$ cat src/rtl/acc_cpu_core_if.sv
// Memory port of acc_cpu_core: request/ready handshake that tolerates wait states.
interface acc_cpu_core_if #(
  parameter int unsigned DW = 16,
  parameter int unsigned AW = 8
);
  logic          MemReq;
  logic          MemWe;
  logic [AW-1:0] MemAddr;
  logic [DW-1:0] MemD;
  logic [DW-1:0] MemQ;
  logic          MemRdy;

  modport master (
    output MemReq, MemWe, MemAddr, MemD,
    input  MemQ, MemRdy
  );

  modport slave (
    input  MemReq, MemWe, MemAddr, MemD,
    output MemQ, MemRdy
  );
endinterface

$ cat src/rtl/acc_cpu_core.sv
// Multicycle accumulator CPU: FETCH -> DECODE -> (MEM) with Z/C flags and a
// request/ready memory port.
module acc_cpu_core #(
  parameter int unsigned   DW       = 16,
  parameter int unsigned   AW       = 8,
  parameter logic [AW-1:0] RESET_PC = '0
) (
  input  logic           Clk,
  input  logic           Rst,
  acc_cpu_core_if.master bus,
  output logic           Halted,
  output logic [DW-1:0]  AccOut,
  output logic [AW-1:0]  PcOut
);

  typedef enum logic [1:0] {StFetch, StDecode, StMem, StHalt} stateE;

  stateE         state;
  logic [AW-1:0] pc;
  logic [DW-1:0] acc;
  logic [DW-1:0] ir;
  logic          zFlag;
  logic          cFlag;

  logic [3:0]    opcode;
  logic [AW-1:0] operand;
  logic [DW:0]   sum;
  logic [DW:0]   diff;
  logic [DW-1:0] aluRes;
  logic          aluC;

  assign opcode  = ir[DW-1:DW-4];
  assign operand = ir[AW-1:0];

  if (DW > AW + 4) begin : gIrSpare
    logic unusedIr;
    assign unusedIr = ^ir[DW-5:AW];
  end

  // Bit DW of the widened difference is the borrow.
  assign sum  = {1'b0, acc} + {1'b0, bus.MemQ};
  assign diff = {1'b0, acc} - {1'b0, bus.MemQ};

  always_comb begin
    aluRes = acc;
    aluC   = cFlag;
    case (opcode)
      4'h1: aluRes = bus.MemQ;
      4'h3: begin aluRes = sum[DW-1:0];  aluC = sum[DW];  end
      4'h4: begin aluRes = diff[DW-1:0]; aluC = diff[DW]; end
      4'h5: aluRes = acc & bus.MemQ;
      4'h6: aluRes = acc | bus.MemQ;
      4'h7: aluRes = acc ^ bus.MemQ;
      4'h8: aluRes = ~acc;
      4'hC: aluRes = {{(DW-AW){1'b0}}, operand};
      4'hD: begin aluRes = {acc[DW-2:0], 1'b0}; aluC = acc[DW-1]; end
      4'hE: begin aluRes = {1'b0, acc[DW-1:1]}; aluC = acc[0];    end
      default: ;
    endcase
  end

  always_ff @(posedge Clk) begin
    if (!Rst) begin
      state <= StFetch;
      pc    <= RESET_PC;
      acc   <= '0;
      ir    <= '0;
      zFlag <= 1'b0;
      cFlag <= 1'b0;
    end else begin
      case (state)
        StFetch: begin
          if (bus.MemRdy) begin
            ir    <= bus.MemQ;
            pc    <= pc + AW'(1);
            state <= StDecode;
          end
        end
        StDecode: begin
          state <= StFetch;
          case (opcode)
            4'h1, 4'h2, 4'h3, 4'h4, 4'h5, 4'h6, 4'h7: state <= StMem;
            4'h8, 4'hC, 4'hD, 4'hE: begin
              acc   <= aluRes;
              zFlag <= (aluRes == '0);
              cFlag <= aluC;
            end
            4'h9: pc <= operand;
            4'hA: if (zFlag) pc <= operand;
            4'hB: if (cFlag) pc <= operand;
            4'hF: state <= StHalt;
            default: ;
          endcase
        end
        StMem: begin
          if (bus.MemRdy) begin
            if (opcode != 4'h2) begin
              acc   <= aluRes;
              zFlag <= (aluRes == '0);
              cFlag <= aluC;
            end
            state <= StFetch;
          end
        end
        default: state <= StHalt;
      endcase
    end
  end

  // Reset forces the port quiet so an aborted request never completes.
  always_comb begin
    bus.MemReq  = 1'b0;
    bus.MemWe   = 1'b0;
    bus.MemAddr = '0;
    bus.MemD    = '0;
    Halted      = 1'b0;
    if (Rst) begin
      bus.MemReq  = (state == StFetch) || (state == StMem);
      bus.MemWe   = (state == StMem) && (opcode == 4'h2);
      bus.MemAddr = (state == StMem) ? operand : pc;
      bus.MemD    = acc;
      Halted      = (state == StHalt);
    end
  end

  assign AccOut = acc;
  assign PcOut  = pc;

endmodule

$ cat src/flat_wrapper.sv
// flat-port wrapper written by rule: the top's interface ports become plain ports
module acc_cpu_core_flat 
#(
  parameter int unsigned   DW       = 16,
  parameter int unsigned   AW       = 8,
  parameter logic [AW-1:0] RESET_PC = '0
)
  (Clk, Rst, Halted, AccOut, PcOut, bus_MemReq, bus_MemWe, bus_MemAddr, bus_MemD, bus_MemQ, bus_MemRdy);
  acc_cpu_core_if #(.DW(DW), .AW(AW)) bus_i ();
  input  logic Clk;
  input  logic Rst;
  output logic Halted;
  output logic [DW-1:0] AccOut;
  output logic [AW-1:0] PcOut;
  output wire logic [$bits(bus_i.MemReq)-1:0] bus_MemReq;
  output wire logic [$bits(bus_i.MemWe)-1:0] bus_MemWe;
  output wire logic [$bits(bus_i.MemAddr)-1:0] bus_MemAddr;
  output wire logic [$bits(bus_i.MemD)-1:0] bus_MemD;
  input wire logic [$bits(bus_i.MemQ)-1:0] bus_MemQ;
  input wire logic [$bits(bus_i.MemRdy)-1:0] bus_MemRdy;
  assign bus_MemReq = bus_i.MemReq;
  assign bus_MemWe = bus_i.MemWe;
  assign bus_MemAddr = bus_i.MemAddr;
  assign bus_MemD = bus_i.MemD;
  assign bus_i.MemQ = bus_MemQ;
  assign bus_i.MemRdy = bus_MemRdy;
  acc_cpu_core #(.DW(DW), .AW(AW), .RESET_PC(RESET_PC)) u_core (.Clk(Clk), .Rst(Rst), .bus(bus_i), .Halted(Halted), .AccOut(AccOut), .PcOut(PcOut));
endmodule
$ cat config.mk
export PLATFORM = sky130hd
export DESIGN_NAME = acc_cpu_core_flat
export DESIGN_NICKNAME = d
export VERILOG_FILES = /design/src/rtl/acc_cpu_core_if.sv /design/src/rtl/acc_cpu_core.sv /design/src/flat_wrapper.sv
export SDC_FILE = /design/constraint.sdc
export NUM_CORES = 1
export LEC_CHECK = 0
export ABC_AREA = 1
export BUFFER_PORTS_ARGS = -buffer_cell sky130_fd_sc_hd__clkbuf_2
export CAP_MARGIN = 20
export CORE_ASPECT_RATIO = 0.75
export CORE_MARGIN = 2
export CORE_UTILIZATION = 54
export CTS_BUF_LIST = sky130_fd_sc_hd__clkbuf_16
export CTS_CLUSTER_SIZE = 20
export DETAILED_ROUTE_END_ITERATION = 8
export PLACE_DENSITY = 0.74
export SLEW_MARGIN = 15
export SYNTH_ARGS = -nofsm -noshare
export SYNTH_HDL_FRONTEND = slang
export SYNTH_SLANG_ARGS = --single-unit
$ cat constraint.sdc
create_clock -name Clk -period 6.26 [get_ports Clk]
set_clock_uncertainty 0.1 [all_clocks]
set_input_delay 1.565 -clock Clk [delete_from_list [all_inputs] [get_ports Clk]]
set_output_delay 1.565 -clock Clk [all_outputs]
set_load 0.05 [all_outputs]
==> metrics.md <==
| Metric | Value |
|---|---|
| Status | complete, no violations |
| Top-area cell type share of the netlist area | ~20% |
| Wl on met1 | 9.207 mm |
| Final Routed Wirelength | between 15 and 20 mm |
| Most frequent cell after synthesis | nand2_1 |
| Min-Delay Path Class | flip-flop to flip-flop |
| Type of origin of the critical path | input pin |
| Clock sinks | 40 |
| Seq pwr share | 25.4% |
| Fin crit share | roughly 74% |
| Cells taking the most area after synthesis | nand2_1 20%, dfxtp_1 15%, ha_1 12% |
| Initial Util | 55.83% |
| Post-synth cell types | 35 |
| Detailed placement HPWL | ~15 mm |
| PD cells | 214.8 mW/mm^2 |
| Total gr overflow | 0 |
| Simple-gate share of the synthesized area | a little over two fifths |
| Fill count | 1041 |
| CTS Buffer Depth | 2 |
| Multi-input logic area | 0.003880 sq mm |
| Dpl cell area | 0.005814 sq mm |
| Worst Path Arrival | 2.95 ns |
| Vias per cell | about 5.6 |
| Antenna Cells | 0 |
| Largest area contributor in the netlist | nand2_1 |
| Max-cap violations | 0 |
| Via Count | approximately 6600 |
| Leak | about 3.3 nW |
| Global-route wire length before repair | 30.67 mm |
| RSZ-0062 raised after global routing | false |
| Gr usage total | 35.38% |
| Clock Latency Late Sink | roughly 0.3 ns |
| Pre-antenna DRT Iters | 5 |
| Worst path required time | ~4.6 ns |
| Maximum VDD drop | roughly 0.14 mV |
| Area share of fa/ha/maj cells after synthesis | 12.71% |
| CTS tree | yes |
| Initial antenna violation count | 0 |
| Setup TNS | 0 ns |
| Die width | between 100 and 150 um |
| Slew @ Worst Pin | 0.8278 ns |
| Slew HR | between 40% and 50% |
| Cts hold-fix bufs | 0 |
| Syn nets | 1064 |
| Post-Syn Instances | about 990 |
| Nets@finish | between 1000 and 1500 |
| Post-synthesis xor/xnor area fraction | less than 1% |
| CTS Root Cell | clkbuf_16 |
| Critical path's slowest cell | clkbuf_2 |
| Max Used Layer | met4 |
| Post-synth top cells | 292 x nand2_1, 156 x inv_1, 104 x nor2_1 |
| IO Pins | 70 |
| Worst Path Class, Setup | input pin to output pin |
| Drt drc | 0 |
| Post-route minimum period | 4.617 ns |
| Register bit total from synthesis | 40 |
| Mux contribution to synthesized area | 0% |
| Largest net degree at the start of global routing | 32 |
| Num CTS Buffers | 5 |
| Vias in the first global route | around 5700 |
| Logic pwr share | around half |
| Share of cells above drive strength 1 | a little under a tenth |
| Met2 WL | between 7 and 8 mm |
| Slowest stage delay, CP | approximately 0.44 ns |
| Main combinational cell family by area after synthesis | simple AND/OR/NAND/NOR gates |
| H-tree Lvls | 2 |
| Die Ht | approximately 91 um |
| Routed length on met3 | approximately 2.3 mm |
| Avg Cell Area, Syn | around 5.5 sq um |
| Area of the core | approximately 0.0097 sq mm |
| Hold Vio Cnt, Final | 0 |
| CP Cell Sequence | clkbuf_2 > buf_4 > o21ai_0 > a21oi_1 > clkbuf_2 |
| Number of synthesized flops with an enable pin | 0 |
| Ys async rst share | 0% |
| Switching pwr | roughly 0.64 mW |
| Number of warnings issued by yosys | 0 |
| Synth Flop Type | dfxtp_1 |
| Worst-path clk slew | about 0.06 ns |
| Die area | around 0.011 sq mm |
| Most Frequent Cell on Critical Path | clkbuf_2 |
| FF+latch area | 800.8 sq um |
| Final GP Congestion | around 1 |
| Area fraction in compound gates after synthesis | between 15 and 20% |
| Post-route cell area | 0.005987 sq mm |
| 1st-iter DRT viols | approximately 860 |
| Peak Freq | between 200 and 250 MHz |
| WL/cell | 16.18 um |
| Max-slew violations | 0 |
| Int Pwr | approximately 0.64 mW |
| # resized after CTS | 0 |
| Final setup violation count | 0 |
| Cell Area, Synth | around 0.0054 sq mm |
| Layout area overhead | 10.15% |
| Worst reg2reg path depth | 11 |
| Worst Path Max Fanout | 31 |
| Final core occ | between 60 and 70% |
| Net switching fraction of the power | between 50% and 60% |
| Clock Power Share | about a quarter |
| Remaining antenna violation count | 0 |
| Post-CTS Setup Inserts | 0 |
| Hold Path Stages | 2 |
| FP Rows | 31 |
| Seq/Total Area, Yosys | between 10 and 15% |
| Worst Setup End Kind | output pin |
| Port buffer count | 69 |
registers in the layout (all words and copies together) (netlist names):
signal and flops:
u_core.state 2, u_core.PcOut 8, u_core.cFlag 1, u_core.AccOut 16, u_core.zFlag 1, u_core.ir 12
metrics by stage:
| step | total power [mW] | setup WS (ns) | hold slack (ns) | instances |
|---|---|---|---|---|
| after floorplan | 0.7947 | 1.637 | 0.3454 | 991 |
| after global placement | 0.9631 | 1.727 | 0.3561 | 1163 |
| after detailed placement | 0.9607 | 1.656 | 0.3632 | 1163 |
| after CTS | 1.264 | 1.662 | 0.3710 | 1171 |
| after global routing | 1.365 | 1.448 | 0.3979 | 1171 |
| final | 1.286 | 1.643 | 0.3685 | 1171 |
power by group through the flow:
stage	Clock [mW]	Sequential, mW	Combinational [mW]
after floorplan	0	0.376	0.419
after global placement	0	0.331	0.632
after detailed placement	0	0.331	0.630
after CTS	0.305	0.325	0.634
after global routing	0.315	0.332	0.717
final	0.306	0.327	0.652
placed cells by master, fill, tap and decap left out, types with 4 or more instances in the layout:
| cell | n |
|---|---|
| a211oi_1 | 4 |
| a21oi_1 | 65 |
| clkbuf_16 | 5 |
| clkbuf_2 | 69 |
| dfxtp_1 | 40 |
| ha_1 | 52 |
| inv_1 | 156 |
| inv_2 | 4 |
| nand2_1 | 292 |
| nand3_1 | 103 |
| nand3b_1 | 5 |
| nand4_1 | 11 |
| nor2_1 | 104 |
| nor2_2 | 5 |
| nor3_1 | 8 |
| o21ai_0 | 62 |
| o22ai_1 | 18 |
logic make-up (layout without fill, tap and decap cells):
group	after synthesis	in the layout
flops	40	40
xor+xnor	5	5
buf+inv	192	240
compound gates	162	162
simple gates	538	538
fa+ha+maj	54	54
path summary, 6_finish.rpt:
check / startpoint / to / slack [ns]
worst min register to register: u_core.zFlag$_SDFFE_PN0P_ / u_core.zFlag$_SDFFE_PN0P_ / 0.37
worst max register to register: u_core.ir[12]$_SDFFE_PN0P_ / u_core.zFlag$_SDFFE_PN0P_ / 3.13
worst min-delay path: u_core.zFlag$_SDFFE_PN0P_ / u_core.zFlag$_SDFFE_PN0P_ / 0.37
worst max-delay path: Rst / bus_MemAddr[3] / 1.64
cell type report:
class	instances	area share, %
clock buffers	5	2.090
clock inverters	3	0.7941
inverters	160	10.03
multi-input cells	759	64.81
flip-flops and latches	40	13.38
well taps	132	2.759
repair buffers	72	6.144
critical path: cells and delay by family:
family                 cells  cell delay (ns)
buffers and inverters      3             1.09
AOI/OAI and AO/OA          2             0.28
layer usage:
layer	track usage, %	up-vias
met3	9.470	35
met1	55.37	2906
li1	-	3252
met4	7.255	0
met2	47.10	366
met5	0	-
(Power assumes the default switching activity.)
